`src/rtl/ofdm_preamble_inserter_pkg.sv`:
```
// Shared definitions for the OFDM preamble inserter: FSM encoding and sample-word layout.
package ofdm_preamble_inserter_pkg;

   typedef logic [1:0] state_t;

   localparam state_t ST_IDLE  = 2'd0;
   localparam state_t ST_PRE   = 2'd1;
   localparam state_t ST_PAY   = 2'd2;
   localparam state_t ST_DRAIN = 2'd3;

   // Sample word is {last, pre, q, i}; i occupies the low DW bits.
   function automatic int smp_w(input int dw);
      return 2 * dw + 2;
   endfunction

endpackage

```
`src/rtl/ofdm_skid_buf.sv`:
```
// Two-entry valid/ready register buffer; the head entry drives the output directly.
module ofdm_skid_buf #(
   parameter int W = 34
) (
   input  logic         clk,
   input  logic         rst_n,
   input  logic         in_valid,
   output logic         in_ready,
   input  logic [W-1:0] in_data,
   output logic         out_valid,
   input  logic         out_ready,
   output logic [W-1:0] out_data,
   output logic [1:0]   occ
);

   logic [W-1:0] ent0, ent1;
   logic         push, pop;

   assign in_ready  = (occ != 2'd2);
   assign out_valid = (occ != 2'd0);
   assign out_data  = ent0;
   assign push      = in_valid && in_ready;
   assign pop       = out_valid && out_ready;

   always_ff @(posedge clk or negedge rst_n) begin
      if (!rst_n) begin
         ent0 <= '0;
         ent1 <= '0;
         occ  <= 2'd0;
      end else begin
         case ({push, pop})
            2'b10: begin
               if (occ == 2'd0) ent0 <= in_data;
               else             ent1 <= in_data;
               occ <= occ + 2'd1;
            end
            2'b01: begin
               ent0 <= ent1;
               occ  <= occ - 2'd1;
            end
            2'b11: begin
               if (occ == 2'd1) ent0 <= in_data;
               else begin
                  ent0 <= ent1;
                  ent1 <= in_data;
               end
            end
            default: ;
         endcase
      end
   end

endmodule

```
`src/rtl/ofdm_preamble_inserter.sv`:
```
// Frame sequencer: streams PRE_REPS copies of the ROM preamble, then payload up to s_last.
module ofdm_preamble_inserter
   import ofdm_preamble_inserter_pkg::*;
#(
   parameter int DW       = 16,
   parameter int AW       = 8,
   parameter int PRE_LEN  = 160,
   parameter int PRE_REPS = 1
) (
   input  logic          clk,
   input  logic          rst_n,
   input  logic          frame_start,
   output logic          busy,
   output logic [AW-1:0] rom_addr,
   input  logic [DW-1:0] rom_i,
   input  logic [DW-1:0] rom_q,
   input  logic          s_valid,
   output logic          s_ready,
   input  logic [DW-1:0] s_i,
   input  logic [DW-1:0] s_q,
   input  logic          s_last,
   output logic          m_valid,
   input  logic          m_ready,
   output logic [DW-1:0] m_i,
   output logic [DW-1:0] m_q,
   output logic          m_pre,
   output logic          m_last
);

   localparam int              SW        = smp_w(DW);
   localparam int              STAGES    = 1;
   localparam logic [AW-1:0]   LAST_ADDR = AW'(PRE_LEN - 1);
   localparam logic [3:0]      LAST_REP  = 4'(PRE_REPS - 1);

   state_t          state;
   logic [AW-1:0]   addr_cnt;
   logic [3:0]      rep_cnt;
   logic [STAGES:0] vld_pipe;
   logic [1:0]      occ;
   logic [2:0]      load;
   logic            issue, s_hs, push, skid_rdy;
   logic [SW-1:0]   push_word, m_word;

   // A read lands two edges after issue, so both pipe stages count against free slots.
   assign load      = {1'b0, occ} + {2'b0, vld_pipe[0]} + {2'b0, vld_pipe[1]};
   assign issue     = (state == ST_PRE) && (load < 3'd2);
   assign s_ready   = (state == ST_PAY) && skid_rdy && (vld_pipe == '0);
   assign s_hs      = s_valid && s_ready;
   assign push      = vld_pipe[STAGES] || s_hs;
   assign push_word = vld_pipe[STAGES] ? {1'b0, 1'b1, rom_q, rom_i}
                                       : {s_last, 1'b0, s_q, s_i};
   assign busy      = (state != ST_IDLE);

   assign m_i    = m_word[DW-1:0];
   assign m_q    = m_word[2*DW-1:DW];
   assign m_pre  = m_word[2*DW];
   assign m_last = m_word[2*DW+1];

   always_ff @(posedge clk or negedge rst_n) begin
      if (!rst_n) begin
         state    <= ST_IDLE;
         addr_cnt <= '0;
         rep_cnt  <= '0;
         rom_addr <= '0;
         vld_pipe <= '0;
      end else begin
         vld_pipe <= {vld_pipe[STAGES-1:0], issue};
         case (state)
            ST_IDLE: if (frame_start) begin
               state    <= ST_PRE;
               addr_cnt <= '0;
               rep_cnt  <= '0;
            end
            ST_PRE: if (issue) begin
               rom_addr <= addr_cnt;
               if (addr_cnt == LAST_ADDR) begin
                  addr_cnt <= '0;
                  rep_cnt  <= rep_cnt + 4'd1;
                  if (rep_cnt == LAST_REP) state <= ST_PAY;
               end else begin
                  addr_cnt <= addr_cnt + 1'b1;
               end
            end
            ST_PAY: if (s_hs && s_last) state <= ST_DRAIN;
            // Leave on the final pop so busy drops right after the last handshake.
            ST_DRAIN: if (occ == 2'd0 || (occ == 2'd1 && m_valid && m_ready)) state <= ST_IDLE;
            default: state <= ST_IDLE;
         endcase
      end
   end

   ofdm_skid_buf #(.W(SW)) u_skid (
      .clk       (clk),
      .rst_n     (rst_n),
      .in_valid  (push),
      .in_ready  (skid_rdy),
      .in_data   (push_word),
      .out_valid (m_valid),
      .out_ready (m_ready),
      .out_data  (m_word),
      .occ       (occ)
   );

endmodule
```
`config.mk`:
```
export PLATFORM = sky130hd
export DESIGN_NAME = ofdm_preamble_inserter
export DESIGN_NICKNAME = d
export VERILOG_FILES = /design/src/rtl/ofdm_preamble_inserter_pkg.sv /design/src/rtl/ofdm_skid_buf.sv /design/src/rtl/ofdm_preamble_inserter.sv
export SDC_FILE = /design/constraint.sdc
export NUM_CORES = 1
export LEC_CHECK = 0
export ABC_AREA = 1
export BUFFER_PORTS_ARGS = -buffer_cell sky130_fd_sc_hd__buf_2
export CAP_MARGIN = 15
export CORE_MARGIN = 3
export CORE_UTILIZATION = 59
export CTS_CLUSTER_DIAMETER = 60
export CTS_CLUSTER_SIZE = 40
export DETAILED_ROUTE_END_ITERATION = 10
export PLACE_DENSITY = 0.9
export SYNTH_ARGS = -nofsm -noshare
export SYNTH_HDL_FRONTEND = slang
export SYNTH_HIERARCHICAL = 1
export SYNTH_SLANG_ARGS = --single-unit
```
`constraint.sdc`:
```
create_clock -name clk -period 4.8 [get_ports clk]
set_input_delay 0.72 -clock clk [delete_from_list [all_inputs] [get_ports clk]]
set_output_delay 0.72 -clock clk [all_outputs]
set_load 0.01 [all_outputs]
```
==> results by group, run 1 <==
Synth
  – Synthesized flop and latch total: 94
  – Primary FF master, synth: dfrtp_1
  – Async SR Flop Fraction: 100%
  – Syn Inst Count: 767
  – Cell Area, Synth: 0.00534 sq mm
  – Post-synth EDFFs: 0
  – Yosys warns: 6
  – Synth unique cells: 32
  – Mapped Avg Cell Area: between 6 and 7 sq um
  – Part of the Yosys area used for sequential elements: 44.1%
  – Post-synth net total: 853

Critical path
  – CP Max Fanout: 38
  – CP required: 5040 ps
  – CP bufs+invs: 3
  – Crit end category: flip-flop
  – Cell class contributing the biggest share of worst-path delay: simple AND/OR/NAND/NOR gates
  – Crit path kind: reg -> reg
  – Slowest cell on crit path: nand3_2
  – Max stage delay on crit path: 600 ps
  – Critical path arrival: ~3100 ps
  – Critical Path, Cell by Cell: inv_1 > ha_1 > inv_2 > nand2_4 > inv_1 > ha_1 > nand2_1 > nand3_2 > nand2_1 > nand2_1 > nand2_1 > nand2_1
  – Top cell by count, worst path: nand2_1
  – R2R Setup Slk: 1910 ps
  – Nature of the critical path startpoint: flip-flop

Detailed routing
  – First-pass DRT Iterations: 5
  – Metal2 WL: 5.77 mm
  – DR iter-0 viols: 282
  – Routed WL: 11.9 mm
  – Post-route DRC: 0
  – Routed via count: 4830
  – Wire per inst: roughly 12 um
  – Antenna viol nets, final: 0
  – Metal-1 WL: 5.23 mm
  – DR top layer: met4
  – DR vias/cell: 4.94
  – Wire length on met3: 799 um

Clocking
  – Post-CTS Setup Bufs: 0
  – H-tree Lvls: 3
  – Post_cts resized: 0
  – TritonCTS clock tree: yes
  – Post-CTS Hold Fix Bufs: 0
  – CTS Buffer Depth: 2
  – CTS root buf: clkbuf_8
  – Worst-Skew Late Latency: approximately 360 ps
  – Number of buffers created by CTS: 9
  – Clock-pin slew on the worst setup and hold paths: 100 ps
  – Clock sink count: 94

Floorplanning
  – Die Wd: 101 um
  – # rows: 34
  – Die area: between 0.01 and 0.015 sq mm
  – I/O pins: 115
  – Height of the die: 101 um
  – Core area: approximately 0.0088 sq mm
  – Initial Util: 60.9%

Job
  – Max cap viols: 0

Placed design
  – Port bufs: 114
  – Dpl cells: 961
  – Post-placement setup slack: 1870 ps
  – Final HPWL DP: 7.79 mm
  – GPL Wtd Cong: between 0.8 and 0.9
  – Cell Area, Placed: slightly below 0.006 sq mm

Pwr
  – Leak: 3.68 nW
  – Overall power: 3.94 mW
  – VDD IR max: 0.000480 V
  – Power per cell area: 638 mW/mm^2

Global route
  – Tot GR Track Use: 24.1%
  – Grt ovf: 0
  – Vias in the first global route: 4519
  – Largest net degree at the start of global routing: 69
  – First-pass GRT wire length: 20.0 mm
  – Initial antenna violation count: 0

STA
  – Clk_skew: roughly 13 ps
  – FMAX: 346 MHz
  – Headroom to the max-slew limit: 49.4%
  – Final period util: 60.3%
  – Tightest hold margin: ~430 ps
  – Worst setup margin: ~1900 ps
  – Slew @ Worst Pin: between 700 and 800 ps
  – Setup TNS: 0 ps
  – Hold Vio Cnt, Final: 0
  – Crit path time final: between 2000 and 3000 ps
  – Slew Viols, Final: 0
  – RSZ-0062 raised after global routing: no
  – Finish-stage setup viols: 0

Finish
  – Commonest non-fill, non-tap cell in the layout: nand2_1
  – Commonest non-fill, non-tap cells in the layout: nand2_1, buf_2, inv_1
  – Layout area overhead: 15.8%
  – Final Util: 70.5%
  – Fraction of layout cells with a size suffix above 1: 17.1%
  – Post-route insts no fill: 978
  – Ant diodes: 0
  – Fin area: about 0.0062 sq mm
  – Nets: 951

Status
  – Outcome: finished, final reports clean

Hold path
  – Hold Crit Class: in -> async
## routing by layer
metal	global-route usage (%)	vias up
met1	31.1	2195
li1	-	2482
met3	5.33	10
met2	41.4	143
met5	0	-
met4	6.03	0
## area by class of cell
| type | instances | area, sq um |
|---|---|---|
| repair buffers | 118 | 623 |
| multi-input cells | 542 | 2400 |
| clock buffers | 10 | 128 |
| flip-flops and latches | 94 | 2350 |
| well taps | 108 | 135 |
| clock inverters | 6 | 158 |
| fillers | 740 | 2580 |
| inverters | 100 | 378 |
## cell families (layout without fill, tap and decap cells)
family	after synthesis	in the layout	share of synthesized area (%)
xor gates and xnor gates	5	5	0.821
AOI/OAI and AO/OA	59	59	5.70
adders and majority gates	16	16	3.75
DFF	94	94	44.1
and+or+nand+nor	462	462	34.8
buffers and inverters	131	234	10.9
## report_power, final
part,internal (mW),switching (mW),leakage (nW)
clock network,0.451,0.272,0.137
registers,1.10,0.171,1.21
logic,0.643,1.30,2.33
## synth_stat cells, types with 2 or more instances
library cell,instances,share of area (%)
buf_6,4,0.84
clkbuf_1,3,0.21
nand3_1,13,1.2
nand4_1,5,0.59
nand2_1,383,27
buf_4,9,1.3
xor2_1,3,0.49
xnor2_1,2,0.33
nand3_4,2,0.66
o21ai_1,10,0.94
inv_1,96,6.8
o21ai_0,43,4.0
nand2_4,3,0.63
buf_2,14,1.3
inv_2,3,0.21
a21oi_1,3,0.28
nor2_1,48,3.4
ha_1,16,3.8
dfrtp_1,94,44
## flip-flops by register name (all words and copies together), names as in the netlist
signal / count
u_skid/ent1: 34
vld_pipe: 2
state: 2
rep_cnt: 4
u_skid/occ: 2
u_skid/out_data: 34
addr_cnt: 8
rom_addr: 8
## final timing paths
check,startpoint,end,cells after the start
setup / recovery,u_skid/occ[1]$_DFFE_PN0P_,u_skid/out_data[26]$_DFFE_PN0P_,12
hold / removal,rst_n,u_skid/out_data[17]$_DFFE_PN0P_,1
setup reg to reg,u_skid/occ[1]$_DFFE_PN0P_,u_skid/out_data[26]$_DFFE_PN0P_,12
hold reg to reg,vld_pipe[0]$_DFF_PN0_,vld_pipe[1]$_DFF_PN0_,0
max in group asynchronous,rst_n,u_skid/ent1[22]$_DFFE_PN0P_,2
min in group clk,vld_pipe[0]$_DFF_PN0_,vld_pipe[1]$_DFF_PN0_,0
Note: power is estimated with default switching activity, not from simulation.
==> run 2, diff against run 1 <==
--- a/config.mk
+++ b/config.mk
@@ -9,11 +9,11 @@
 export BUFFER_PORTS_ARGS = -buffer_cell sky130_fd_sc_hd__buf_2
 export CAP_MARGIN = 15
 export CORE_MARGIN = 3
-export CORE_UTILIZATION = 59
+export CORE_UTILIZATION = 50
 export CTS_CLUSTER_DIAMETER = 60
 export CTS_CLUSTER_SIZE = 40
 export DETAILED_ROUTE_END_ITERATION = 10
-export PLACE_DENSITY = 0.9
+export PLACE_DENSITY = 0.81
 export SYNTH_ARGS = -nofsm -noshare
 export SYNTH_HDL_FRONTEND = slang
 export SYNTH_HIERARCHICAL = 1
==> constraint.sdc (replaced) <==
create_clock -name clk -period 2.34 [get_ports clk]
set_input_delay 0.351 -clock clk [delete_from_list [all_inputs] [get_ports clk]]
set_output_delay 0.351 -clock clk [all_outputs]
set_load 0.01 [all_outputs]
==> results by group, run 2 (synthesized netlist as in run 1, its figures left out) <==
Status
  – Outcome: finished, final reports clean (unchanged)

Critical path
  – Critical path arrival: 2510 ps (was 3140 ps)
  – R2R Setup Slk: 130 ps (was 1910 ps)
  – Reg2reg end: u_skid/out_data[19]$_DFFE_PN0P_ (was u_skid/out_data[26]$_DFFE_PN0P_)
  – Top cell by count, worst path: nand2_1 (unchanged)
  – Slowest cell on crit path: dfrtp_1 (was nand3_2)
  – Critical Path, Cell by Cell: inv_1 > ha_1 > inv_2 > nand2_1 > nor3_2 > nand2_1 > nand2_1 > nand2_2 > inv_4 > ha_4 > nand2_4 > nand3_4 > clkbuf_16 > nand2_1 > nand2_1 > nand2_1 > nand2_1 (was inv_1 > ha_1 > inv_2 > nand2_4 > inv_1 > ha_1 > nand2_1 > nand3_2 > nand2_1 > nand2_1 > nand2_1 > nand2_1)
  – CP required: 2650 ps (was 5040 ps)
  – Critical path launch point: u_skid/occ[0]$_DFFE_PN0P_ (was u_skid/occ[1]$_DFFE_PN0P_)
  – R2R Path Start: u_skid/occ[0]$_DFFE_PN0P_ (was u_skid/occ[1]$_DFFE_PN0P_)
  – Crit end category: flip-flop (unchanged)
  – Nature of the critical path startpoint: flip-flop (unchanged)
  – Worst Reg2Reg Path Length in Cells: 17 (was 12)
  – Critical Path Sink: u_skid/out_data[19]$_DFFE_PN0P_ (was u_skid/out_data[26]$_DFFE_PN0P_)
  – Max stage delay on crit path: 350 ps (was 600 ps)
  – CP Max Fanout: 10 (was 38)
  – Crit path kind: reg -> reg (unchanged)

STA
  – Crit path time final: 2210 ps (was 2890 ps)
  – FMAX: 453 MHz (was 346 MHz)
  – Finish-stage setup viols: 0 (unchanged)
  – Final period util: 94.3% (was 60.3%)
  – Headroom to the max-slew limit: 72.2% (was 49.4%)
  – Slew @ Worst Pin: 416 ps (was 759 ps)
  – Clk_skew: 12.1 ps (was 13.4 ps)
  – Hold Vio Cnt, Final: 0 (unchanged)
  – Slew Viols, Final: 0 (unchanged)
  – Worst setup margin: 133 ps (was 1910 ps)

Detailed routing
  – Routed via count: 4863 (was 4830)
  – DR iter-0 viols: 224 (was 282)
  – DR vias/cell: 4.75 (was 4.94)
  – Routed WL: 12.4 mm (was 11.9 mm)
  – Wire per inst: 12.1 um (about the same)
  – Post-route DRC: 0 (unchanged)
  – First-pass DRT Iterations: 4 (was 5)
  – Antenna viol nets, final: 0 (unchanged)

Global route
  – Tot GR Track Use: 21.3% (was 24.1%)
  – Largest net degree at the start of global routing: 40 (was 69)
  – First-pass GRT wire length: 20.1 mm (was 20.0 mm)
  – Vias in the first global route: 4402 (was 4519)
  – Initial antenna violation count: 0 (unchanged)
  – Grt ovf: 0 (unchanged)

Job
  – Max cap viols: 0 (unchanged)

Floorplanning
  – Initial Util: 51.5% (was 60.9%)
  – I/O pins: 115 (unchanged)
  – # rows: 37 (was 34)
  – Die Wd: 109 um (was 101 um)
  – Core area: 0.0104 sq mm (was 0.00876 sq mm)
  – Die area: 0.0119 sq mm (was 0.0102 sq mm)
  – Height of the die: 109 um (was 101 um)

Clocking
  – Clock sink count: 94 (unchanged)
  – Worst-Skew Late Latency: 360 ps (about the same)
  – CTS Buffer Depth: 2 (unchanged)
  – CTS root buf: clkbuf_8 (unchanged)
  – H-tree Lvls: 3 (unchanged)
  – Clock-pin slew on the worst setup and hold paths: 100 ps (about the same)
  – Number of buffers created by CTS: 9 (unchanged)
  – TritonCTS clock tree: yes (unchanged)

Finish
  – Nets: 970 (was 951)
  – Layout area overhead: 20.7% (was 15.8%)
  – Fin area: 0.00644 sq mm (was 0.00618 sq mm)
  – Fraction of layout cells with a size suffix above 1: 19.7% (was 17.1%)
  – Commonest non-fill, non-tap cell in the layout: nand2_1 (unchanged)
  – Ant diodes: 0 (unchanged)
  – Commonest non-fill, non-tap cells in the layout: nand2_1, buf_2, dfrtp_1 (was nand2_1, buf_2, inv_1)
  – Final Util: 62.1% (was 70.5%)

Pwr
  – Power per cell area: 1280 mW/mm^2 (was 638 mW/mm^2)
  – Leak: 3.79 nW (was 3.68 nW)
  – Overall power: 8.23 mW (was 3.94 mW)
  – VDD IR max: 0.000588 V (was 0.000480 V)

Placed design
  – Cell Area, Placed: 0.00607 sq mm (was 0.00587 sq mm)
  – Post-placement setup slack: 19.8 ps (was 1870 ps)
  – Final HPWL DP: 8.38 mm (was 7.79 mm)
  – Port bufs: 114 (unchanged)
  – GPL Wtd Cong: 0.830 (was 0.892)

Hold path
  – Min-delay src: rom_q[15]
  – Hold Crit Class: in -> reg (was in -> async)
[run 2: cell count changes in the layout (fill, tap and decap cells not counted), sizes merged]
cell and change:
bufinv -3, buf +15, dlygate4sd3 +1, clkinvlp +1
clkinv +1, clkbuf +3
[run 2: critical path: cells and delay by family (launching register included)]
| family | cells | cell delay [ps] |
|---|---|---|
| simple gates | 11 | 1010 |
| buf+inv | 4 | 430 |
| fa+ha+maj | 2 | 360 |
| flops | 1 | 350 |
[run 2: how the worst min path moves through the flow]
stage / end / cells after the start
2_1_floorplan: addr_cnt[0]$_DFFE_PN0P_ / 0
3_3_place_gp: u_skid/out_data[4]$_DFFE_PN0P_ / 1
3_5_place_dp: u_skid/out_data[6]$_DFFE_PN0P_ / 1
4_1_cts: u_skid/ent1[33]$_DFFE_PN0P_ / 5
5_1_grt: u_skid/ent1[31]$_DFFE_PN0P_ / 5
6_report: u_skid/ent1[31]$_DFFE_PN0P_ / 5
[run 2: final cells by class]
class,count,area (sq um)
well taps,136,170
fillers,988,3930
inverters,100,380
flip-flops and latches,94,2350
clock inverters,5,83.8
multi-input cells,542,2440
repair buffers,137,876
clock buffers,10,138
[run 2: per-stage QoR]
stage	setup TNS [ps]	hold WS, ps	instances
detailed placement	0	281	1003
floorplan	0	55.4	767
finish	0	331	1024
global route	-24.0	331	1024
global placement	0	278	1003
CTS	0	321	1020
[run 2: repair_timing]
| item | CTS | global route |
|---|---|---|
| endpoints found under the setup margin | 3 | 68 |
| pin swaps | 0 | 3 |
| hold buffers | 1 | 0 |
| resized for setup | 0 | 15 |
| cloned | 0 | 3 |
| buffers inserted | 1 | 1 |
| endpoints found under the hold margin | 21 | 0 |
[run 2: metal layers]
metal | global-route usage (%) | share of wire, % | routed length (um) | up-vias
met3 | 3.93 | 6.8 | 847 | 19
met2 | 35.2 | 46 | 5780 | 146
li1 | - | - | - | 2526
met1 | 28.6 | 45 | 5590 | 2172
met4 | 6.32 | 1.7 | 216 | 0
met5 | 0 | 0 | 0 | -
[run 2: power by group]
group	leakage (nW)	switching (mW)	internal, mW
logic	2.47	2.81	1.63
clock network	0.105	0.562	0.627
registers	1.21	0.334	2.26
total	3.79	3.70	4.53
